`src/rtl/pid_scheduler.sv`:
```
// pid_scheduler: round-robin scheduler sharing one PID engine among NUM_CH channels.
// Optional engine watchdog enabled by defining PID_SCHED_TIMEOUT_EN.
module pid_scheduler #(
  parameter int unsigned NUM_CH      = 4,
  parameter int unsigned TIMEOUT_CYC = 16
) (
  input  logic                     clk,
  input  logic                     rst,
  input  logic [NUM_CH-1:0]        req,
  input  logic [8*NUM_CH-1:0]      setpoint_bus,
  input  logic [8*NUM_CH-1:0]      feedback_bus,
  input  logic [NUM_CH-1:0]        ctx_clear,
  output logic [NUM_CH-1:0]        ack,
  output logic [7:0]               ctrl_out,
  output logic [2:0]               ctrl_ch,
  output logic                     ctrl_valid,
  output logic                     busy,
  output logic                     eng_start,
  output logic [7:0]               eng_setpoint,
  output logic [7:0]               eng_feedback,
  output logic signed [15:0]       eng_integral,
  output logic signed [8:0]        eng_prev_err,
  input  logic                     eng_done,
  input  logic [7:0]               eng_result,
  input  logic signed [15:0]       eng_integral_nxt,
  input  logic signed [8:0]        eng_prev_err_nxt,
  output logic                     err_timeout
);

  typedef enum logic [1:0] {StIdle, StStart, StWait, StWb} state_e;

  localparam logic [3:0] NumChW = 4'(NUM_CH);
  localparam logic [2:0] LastCh = 3'(NUM_CH - 1);

  state_e              state_q, state_d;
  logic [2:0]          grant_q, ptr_q, pick, offset;
  logic [3:0]          pick_sum;
  logic [NUM_CH-1:0]   req_rot;
  logic                found;
  logic                timeout_q, timeout_hit;
  logic signed [15:0]  integ_q [NUM_CH];
  logic signed [8:0]   prev_q  [NUM_CH];
  logic signed [15:0]  integ_cap_q, sel_int, eng_int_q;
  logic signed [8:0]   prev_cap_q, sel_prev, eng_prev_q;
  logic [7:0]          sel_sp, sel_fb, eng_sp_q, eng_fb_q, ctrl_q;
  logic [2:0]          ctrl_ch_q;

  // Rotate requests so bit 0 is the search start, then map the winner back.
  always_comb begin
    req_rot = NUM_CH'({req, req} >> ptr_q);
    found   = 1'b0;
    offset  = '0;
    for (int unsigned j = 0; j < NUM_CH; j++) begin
      if (!found && req_rot[j]) begin
        found  = 1'b1;
        offset = 3'(j);
      end
    end
    pick_sum = {1'b0, ptr_q} + {1'b0, offset};
    if (pick_sum >= NumChW) pick_sum = pick_sum - NumChW;
    pick = pick_sum[2:0];
  end

  always_comb begin
    sel_sp   = '0;
    sel_fb   = '0;
    sel_int  = '0;
    sel_prev = '0;
    for (int unsigned i = 0; i < NUM_CH; i++) begin
      if (pick == 3'(i)) begin
        sel_sp   = setpoint_bus[8*i +: 8];
        sel_fb   = feedback_bus[8*i +: 8];
        sel_int  = integ_q[i];
        sel_prev = prev_q[i];
      end
    end
  end

`ifdef PID_SCHED_TIMEOUT_EN
  localparam int unsigned TcW    = (TIMEOUT_CYC > 1) ? $clog2(TIMEOUT_CYC) : 1;
  localparam logic [TcW-1:0] TcLast = TcW'(TIMEOUT_CYC - 1);

  logic [TcW-1:0] tcnt_q;

  always_ff @(posedge clk or posedge rst) begin
    if (rst) begin
      tcnt_q <= '0;
    end else if (state_q == StWait && !eng_done) begin
      tcnt_q <= tcnt_q + TcW'(1);
    end else begin
      tcnt_q <= '0;
    end
  end

  assign timeout_hit = (state_q == StWait) && !eng_done && (tcnt_q == TcLast);
  assign err_timeout = (state_q == StWb) && timeout_q;
`else
  assign timeout_hit = 1'b0;
  assign err_timeout = 1'b0;
`endif

  always_comb begin
    state_d = state_q;
    unique case (state_q)
      StIdle:  if (found) state_d = StStart;
      StStart: state_d = StWait;
      StWait:  if (eng_done || timeout_hit) state_d = StWb;
      StWb:    state_d = StIdle;
      default: state_d = StIdle;
    endcase
  end

  always_ff @(posedge clk or posedge rst) begin
    if (rst) begin
      state_q     <= StIdle;
      grant_q     <= '0;
      ptr_q       <= '0;
      timeout_q   <= 1'b0;
      eng_sp_q    <= '0;
      eng_fb_q    <= '0;
      eng_int_q   <= '0;
      eng_prev_q  <= '0;
      integ_cap_q <= '0;
      prev_cap_q  <= '0;
      ctrl_q      <= '0;
      ctrl_ch_q   <= '0;
    end else begin
      state_q <= state_d;
      // Operands and context are frozen at grant; later clears do not touch them.
      if (state_q == StIdle && found) begin
        grant_q    <= pick;
        eng_sp_q   <= sel_sp;
        eng_fb_q   <= sel_fb;
        eng_int_q  <= sel_int;
        eng_prev_q <= sel_prev;
        timeout_q  <= 1'b0;
      end
      if (state_q == StWait) begin
        if (eng_done) begin
          integ_cap_q <= eng_integral_nxt;
          prev_cap_q  <= eng_prev_err_nxt;
          ctrl_q      <= eng_result;
          ctrl_ch_q   <= grant_q;
        end else if (timeout_hit) begin
          timeout_q <= 1'b1;
        end
      end
      if (state_q == StWb) ptr_q <= (grant_q == LastCh) ? 3'd0 : grant_q + 3'd1;
    end
  end

  // Clear wins over a same-cycle write-back.
  always_ff @(posedge clk or posedge rst) begin
    if (rst) begin
      for (int unsigned i = 0; i < NUM_CH; i++) begin
        integ_q[i] <= '0;
        prev_q[i]  <= '0;
      end
    end else begin
      for (int unsigned i = 0; i < NUM_CH; i++) begin
        if (ctx_clear[i]) begin
          integ_q[i] <= '0;
          prev_q[i]  <= '0;
        end else if (state_q == StWb && !timeout_q && grant_q == 3'(i)) begin
          integ_q[i] <= integ_cap_q;
          prev_q[i]  <= prev_cap_q;
        end
      end
    end
  end

  always_comb begin
    ack = '0;
    for (int unsigned i = 0; i < NUM_CH; i++) begin
      ack[i] = (state_q == StWb) && (grant_q == 3'(i));
    end
  end

  assign ctrl_valid   = (state_q == StWb) && !timeout_q;
  assign ctrl_out     = ctrl_q;
  assign ctrl_ch      = ctrl_ch_q;
  assign busy         = (state_q != StIdle);
  assign eng_start    = (state_q == StStart);
  assign eng_setpoint = eng_sp_q;
  assign eng_feedback = eng_fb_q;
  assign eng_integral = eng_int_q;
  assign eng_prev_err = eng_prev_q;

endmodule

```
`config.mk`:
```
export PLATFORM = sky130hd
export DESIGN_NAME = pid_scheduler
export DESIGN_NICKNAME = d
export VERILOG_FILES = /design/src/rtl/pid_scheduler.sv
export SDC_FILE = /design/constraint.sdc
export NUM_CORES = 1
export LEC_CHECK = 0
export ABC_AREA = 1
export CORE_MARGIN = 2
export CORE_UTILIZATION = 25
export CTS_BUF_LIST = sky130_fd_sc_hd__clkbuf_2 sky130_fd_sc_hd__clkbuf_4 sky130_fd_sc_hd__clkbuf_8
export DETAILED_ROUTE_END_ITERATION = 8
export GPL_TIMING_DRIVEN = 0
export HOLD_SLACK_MARGIN = 0.1
export PLACE_DENSITY = 0.41
export SETUP_SLACK_MARGIN = 0.5
export SKIP_CTS_REPAIR_TIMING = 1
export SYNTH_ARGS = -nofsm -noshare
export SYNTH_HDL_FRONTEND = slang
export SYNTH_SLANG_ARGS = --single-unit
export TNS_END_PERCENT = 30
```
`constraint.sdc`:
```
create_clock -name clk -period 7.7 [get_ports clk]
set_clock_uncertainty 0.15 [all_clocks]
set_input_delay 1.54 -clock clk [delete_from_list [all_inputs] [get_ports clk]]
set_output_delay 1.54 -clock clk [all_outputs]
set_load 0.02 [all_outputs]
```
* After elaboration in Yosys (flattened, before gate mapping) *
Index checks and enable logic that the tools add are counted.

word-level totals
  input bits = 108
  bits in registers = 185
  output and inout port bits = 60

operators by class
  mux-type cells = 44
  reduce and logical (&&, ||, !) cells = 21
  magnitude comparators = 1
  equality and inequality tests = 11
  shifts and indexed selects = 1
  add/sub/neg operators = 3

operators by type and width
  kind                   count
  $mux W16               12
  $mux W9                12
  $mux W8                8
  $eq A3 B2 Y1 const B   4
  $reduce_bool A2 Y1     5
  $mux W3                3
  $logic_and A1 B1 Y1    8
  $pmux W2 S4            1
  $shr A8 B3 Y4          1
  $eq A3 B1 Y1 const B   2
  $logic_not A3 Y1       2
  $mux W2                3
  $mux W1                5
  $add A3 B3 Y4          1
  $eq A2 B2 Y1 const B   2
  $ge A4 B3 Y1 const B   1
  $ne A2 B2 Y1 const B   2
  $reduce_and A2 Y1      2
  $add A3 B1 Y3 const B  1
  $logic_not A1 Y1       3
  $sub A3 B3 Y3 const B  1
  $eq A2 B1 Y1 const B   1
  $logic_not A2 Y1       1

* Depth between registers and ports, before layout *
  depth after elaboration = 19
  depth in mapped cells = 17
  depth with buffers taken out = 15

* Worst setup path after synthesis *
Ideal clock, no wire load.

  path kind = in2reg
  start point = input port req[2]
  end point = register eng_int_q[2] (netlist: eng_integral[2])
  required time = 7,485 ps
  stages on the path = 15
  setup slack = 3,958 ps
  data arrival time = 3,527 ps
  setup time = 65 ps
  cells stage by stage = nand2_1 nand2_1 nand2_1 nand3_2 nand3_1 a21boi_0 ha_1 fa_1 inv_1 nor2_1 clkbuf_1 nand3_1 nand4_1 nand3_1 nand2_1

between the ends
  longest elaborated chain between the ends = 19
  elaborated cells on any way between the ends = 27

ends and longest elaborated chain
  what                                                  line  source
  start, declared                                       9     input logic [NUM_CH-1:0] req,
  $shr A8 B3 Y4 (*)                                     50    req_rot = NUM_CH'({req, req} >> ptr_q);
  $mux W1                                               54    if (!found && req_rot[j]) begin
  $logic_not A1 Y1                                      54
  $logic_and A1 B1 Y1                                   54
  $mux W1                                               54
  $logic_not A1 Y1                                      54
  $logic_and A1 B1 Y1                                   54
  $mux W1                                               54
  [2 not listed]                                        -
  $mux W3 (*)                                           54
  $add A3 B3 Y4 (*)                                     59    pick_sum = {1'b0, ptr_q} + {1'b0, offset};
  $ge A4 B3 Y1 / $sub A3 B3 Y3 (equally long branches)  60    if (pick_sum >= NumChW) pick_sum = pick_sum - NumChW;
  $mux W3 (*)                                           60
  named net pick_sum[1]                                 37    logic [3:0] pick_sum;
  $logic_not A3 Y1                                      70    if (pick == 3'(i)) begin
  $mux W16 (3 in a row)                                 70
  $mux W16 (*)                                          70
  end signal, assigned                                  134   eng_int_q <= sel_int;
  end, declared                                         43    logic signed [15:0] integ_cap_q, sel_int, eng_int_q;

The timed path passes the listed nets; every way through them passes the cells marked *.
A chain may end at the register's enable or synchronous reset.

* Worst setup path after layout *
  start point = input port req[2]
  end point = register eng_prev_q[5] (netlist: eng_prev_err[5])

between the ends
  longest elaborated chain between the ends = 19
  elaborated cells on any way between the ends = 27

ends and longest elaborated chain
  what                                                  line  source
  $shr A8 B3 Y4 (*)                                     50
  $mux W1                                               54
  $logic_not A1 Y1                                      54
  $logic_and A1 B1 Y1                                   54
  $mux W1                                               54
  $logic_not A1 Y1                                      54
  $logic_and A1 B1 Y1                                   54
  $mux W1                                               54
  [2 not listed]                                        -
  $mux W3 (*)                                           54
  $add A3 B3 Y4 (*)                                     59
  $ge A4 B3 Y1 / $sub A3 B3 Y3 (equally long branches)  60
  $mux W3 (*)                                           60
  named net pick_sum[1]                                 37
  $logic_not A3 Y1                                      70
  $mux W9 (3 in a row)                                  70
  $mux W9 (*)                                           70
  end signal, assigned                                  135   eng_prev_q <= sel_prev;
  end, declared                                         44    logic signed [8:0] prev_cap_q, sel_prev, eng_prev_q;

Marks and branches as above.

==> impl_metrics.tcl <==
set metrics [dict create \
    clock_latency_of_the_later_clocked_register_in_the_worst_skew_pair_ns 0.48 \
    antenna_found_initial 0 \
    max-cap-violations 0 \
    areal_power_density_over_the_cells_mw_per_mm2 404 \
    dr.first_iter.drc_count 524 \
    critPathMostFrequentCell "sky130_fd_sc_hd__nand2_1" \
    synthCells 990 \
    cts_num_sinks 185 \
    final.setup.tns_ns 0 \
    clockBufferDepth 2 \
    cp_num_buf_inv 3 \
    timing.setup.critical_path_class "in2reg" \
    final-max-slew-violation-count 0 \
    post_route_cells_drive_above_1_share 0.0656 \
    met2_wirelength_um 14600 \
    grt_first_pass_wirelength_um 49800 \
    remaining_drc_errors 0 \
    critPathRequiredTime_ns 7.97 \
    overall_power_mw 4.58 \
    mappedNetlistArea_mm2 0.00864 \
    cp_slowest_stage_delay_ns 0.69 \
    drt_pre_antenna_iters 5 \
    fp-row-count 68 \
    worst-path-stages 16 \
    synth_top_area_frac 0.536 \
    clock_tree_from_tritoncts "done" \
    rsz0062_at_grt "false" \
    p_leak_nw 4.99 \
    mappedNetlistNets 1110 \
    cts-buffers-inserted 17 \
    report.final.setup_viol 0 \
    final-seq-area_mm2 0.00463 \
    place.detailed.hpwl_um 23000 \
    die_width_um 190 \
    r2r_start "ptr_q[1]$_DFFE_PP0P_" \
    fp.dieArea_mm2 0.0361 \
    route.antenna.remaining_nets 0 \
    cp-start-kind "input port" \
    num_io_pins 168 \
    routed-via-count 7943 \
    vdd_drop_max_mv 0.176 \
    end_of_the_worst_register_to_register_path "eng_prev_err[5]$_DFFE_PP0P_" \
    yosysTopAreaCell "sky130_fd_sc_hd__dfrtp_1" \
    vias_per_cell 4.83 \
    synth.most_common_cell "sky130_fd_sc_hd__nand3_1" \
    grt_start_max_net_pins 104 \
    worst_hold_path_type "reg2reg" \
    avgSynthCellArea_um2 8.73 \
    areaGrowthSynthToFinish_pct 31.2 \
    fp.dieH_um 190 \
    status "complete, no violations" \
    grt-ovfl-total 0 \
    wl_per_cell_um 19.9 \
    place.gp.congestion 0.824 \
    synth.distinct_cells 28 \
    ys_async_sr_fraction 1.00 \
    hp-start "eng_feedback[3]$_DFFE_PP0P_" \
    top_signal_layer_used "met4" \
    diodes 0 \
    worst-r2r-cell-count 15 \
    synth-edff-count 0 \
    multi_input_area_mm2 0.00338 \
    synth.yosys.seq_area_share 0.536 \
    design.core.area_mm2 0.0343 \
    achievable-frequency_ghz 0.213 \
    h_tree_level_count 4 \
    synth-warning-count 0 \
    root_buf_cell "sky130_fd_sc_hd__clkbuf_8" \
    layout.nets 1296 \
    grt_util_all_layers 0.183 \
    floorplan.initialDensity 0.252 \
    worst_hold_path.num_cells 2 \
    cpLargestDelayFamily "simple AND/OR/NAND/NOR gates" \
    min_period_over_period 0.609 \
    timing.reg2reg.setup_slack_ns 3.87 \
    io_buffer_count 166 \
    clk_transition_reported_paths_ns 0.11 \
    worstPathArrival_ns 4.95 \
    critical_path.cell_chain "clkdlybuf4s50_1 -> nand2_1 -> nand2_1 -> nand2_1 -> nand3_2 -> nand3_1 -> a21boi_0 -> ha_1 -> fa_1 -> inv_1 -> nor2_1 -> clkbuf_1 -> nand3_1 -> nand4_1 -> nand3_1 -> nand2_1" \
    met3_length_um 2220 \
    yosys-top-cells-area "sky130_fd_sc_hd__dfrtp_1 (54%), sky130_fd_sc_hd__nand3_1 (17%), sky130_fd_sc_hd__o21ai_0 (4.9%)" \
    synth_commonest_cells "sky130_fd_sc_hd__nand3_1 (294), sky130_fd_sc_hd__dfrtp_1 (185), sky130_fd_sc_hd__nand2_1 (104)" \
    postLayoutCoreUtil 0.330 \
    layout_min_cycle_time_ns 4.69 \
    critPathCaptureType "register" \
    ys_seq_elements 185 \
    m1WireLength_um 15400 \
    worst_hold_path.endpoint "eng_feedback[3]$_DFFE_PP0P_" \
    yosys_most_used_dff "sky130_fd_sc_hd__dfrtp_1" \
    critical_path.max_fanout 10 \
    finalHoldViolations 0 \
    grt_pass1_vias 8089 \
    wirelength_um 32800 \
    slew_headroom 0.432 \
    fillerInstances 3635 \
    critPathSlowestCell "sky130_fd_sc_hd__clkbuf_1" \
    worst_pin_slew_ns 0.851 \
]
[worst max path at each step]
| stage | end | startpoint | slack (ns) |
|---|---|---|---|
| finish | eng_prev_err[5]$_DFFE_PP0P_ | req[2] | 3.01 |
| global route | eng_prev_err[5]$_DFFE_PP0P_ | req[1] | 2.76 |
| CTS | eng_prev_err[5]$_DFFE_PP0P_ | req[1] | 3.01 |
| detailed placement | eng_prev_err[5]$_DFFE_PP0P_ | req[1] | 2.51 |
| global placement | ctrl_out[0]$_DFFE_PP0P_ | rst | -2.20 |
| floorplan | ctrl_ch[0]$_DFFE_PP0P_ | rst | 0.98 |
[layer usage]
layer,track usage,vias to the layer above
met2,0.287,280
met5,0,-
met1,0.256,3865
li1,-,3773
met4,0.0468,0
met3,0.0400,25
[tightest hold or removal path: cells and delay by family (launching register included)]
family / cells / cell delay (ns)
flops: 1 / 0.36
simple gates: 2 / 0.10
[placed cells by master (no fill, tap or decap), types with 2 or more instances in the layout]
cell type and n:
sky130_fd_sc_hd__mux2_2 8, sky130_fd_sc_hd__o22ai_1 25, sky130_fd_sc_hd__clkbuf_1 57, sky130_fd_sc_hd__clkdlybuf4s50_1 166
sky130_fd_sc_hd__dfrtp_1 185, sky130_fd_sc_hd__buf_12 2, sky130_fd_sc_hd__a21oi_1 25, sky130_fd_sc_hd__clkinvlp_4 3
sky130_fd_sc_hd__nand4_1 42, sky130_fd_sc_hd__buf_6 2, sky130_fd_sc_hd__buf_1 10, sky130_fd_sc_hd__nand3_1 294
sky130_fd_sc_hd__nand2_1 104, sky130_fd_sc_hd__clkbuf_8 18, sky130_fd_sc_hd__nand2_2 20, sky130_fd_sc_hd__nor2_1 31
sky130_fd_sc_hd__buf_2 5, sky130_fd_sc_hd__ha_1 11, sky130_fd_sc_hd__inv_1 70, sky130_fd_sc_hd__o21ai_0 84
sky130_fd_sc_hd__clkinv_1 3, sky130_fd_sc_hd__bufinv_16 3, sky130_fd_sc_hd__clkinv_4 5, sky130_fd_sc_hd__nand2_4 2
[through the flow]
stage          std cells  area [um^2]  setup WS (ns)  hold WS (ns)
3_3_place_gp        1611        10900          -2.20         0.313
6_report            1644        11300           3.01         0.341
4_1_cts             1644        11300           3.01         0.345
5_1_grt             1644        11300           2.76         0.365
3_5_place_dp        1612        10900           2.51         0.317
2_1_floorplan        990         8640          0.981         0.325
[area by class of cell]
class | instances | share of cell area
inverter | 75 | 0.0255
clock inverter | 13 | 0.0150
tap | 455 | 0.0502
clock buffer | 19 | 0.0225
timing repair buffer | 167 | 0.149
sequential | 185 | 0.409
buffer | 77 | 0.0306
multi-input combinational | 653 | 0.298
[report_power, final]
part	leakage [nW]	total (mW)	internal [mW]	switching [mW]
sequential	2.43	1.42	1.26	0.162
combinational	2.35	2.44	0.795	1.64
clock	0.206	0.715	0.336	0.379
total	4.99	4.58	2.39	2.18
[registers in the layout, indices dropped and copies added (netlist names)]
name,count
ctrl_ch,3
state_q,2
prev_cap_q,9
grant_q,3
eng_setpoint,8
integ_cap_q,16
eng_feedback,8
integ_q,64
ctrl_out,8
eng_prev_err,9
eng_integral,16
ptr_q,3
prev_q,36
[logic make-up (layout without fill, tap and decap cells)]
family          count (synthesis)  after routing  synth area share
compound gates                136            136            0.0827
fa+ha+maj                      12             12            0.0182
flops                         185            185             0.536
buf+inv                       152            351            0.0727
simple gates                  496            496             0.280
mux                             8              8            0.0104
other cells                     1              1          0.000434
Power figures use the tool's default switching activity.
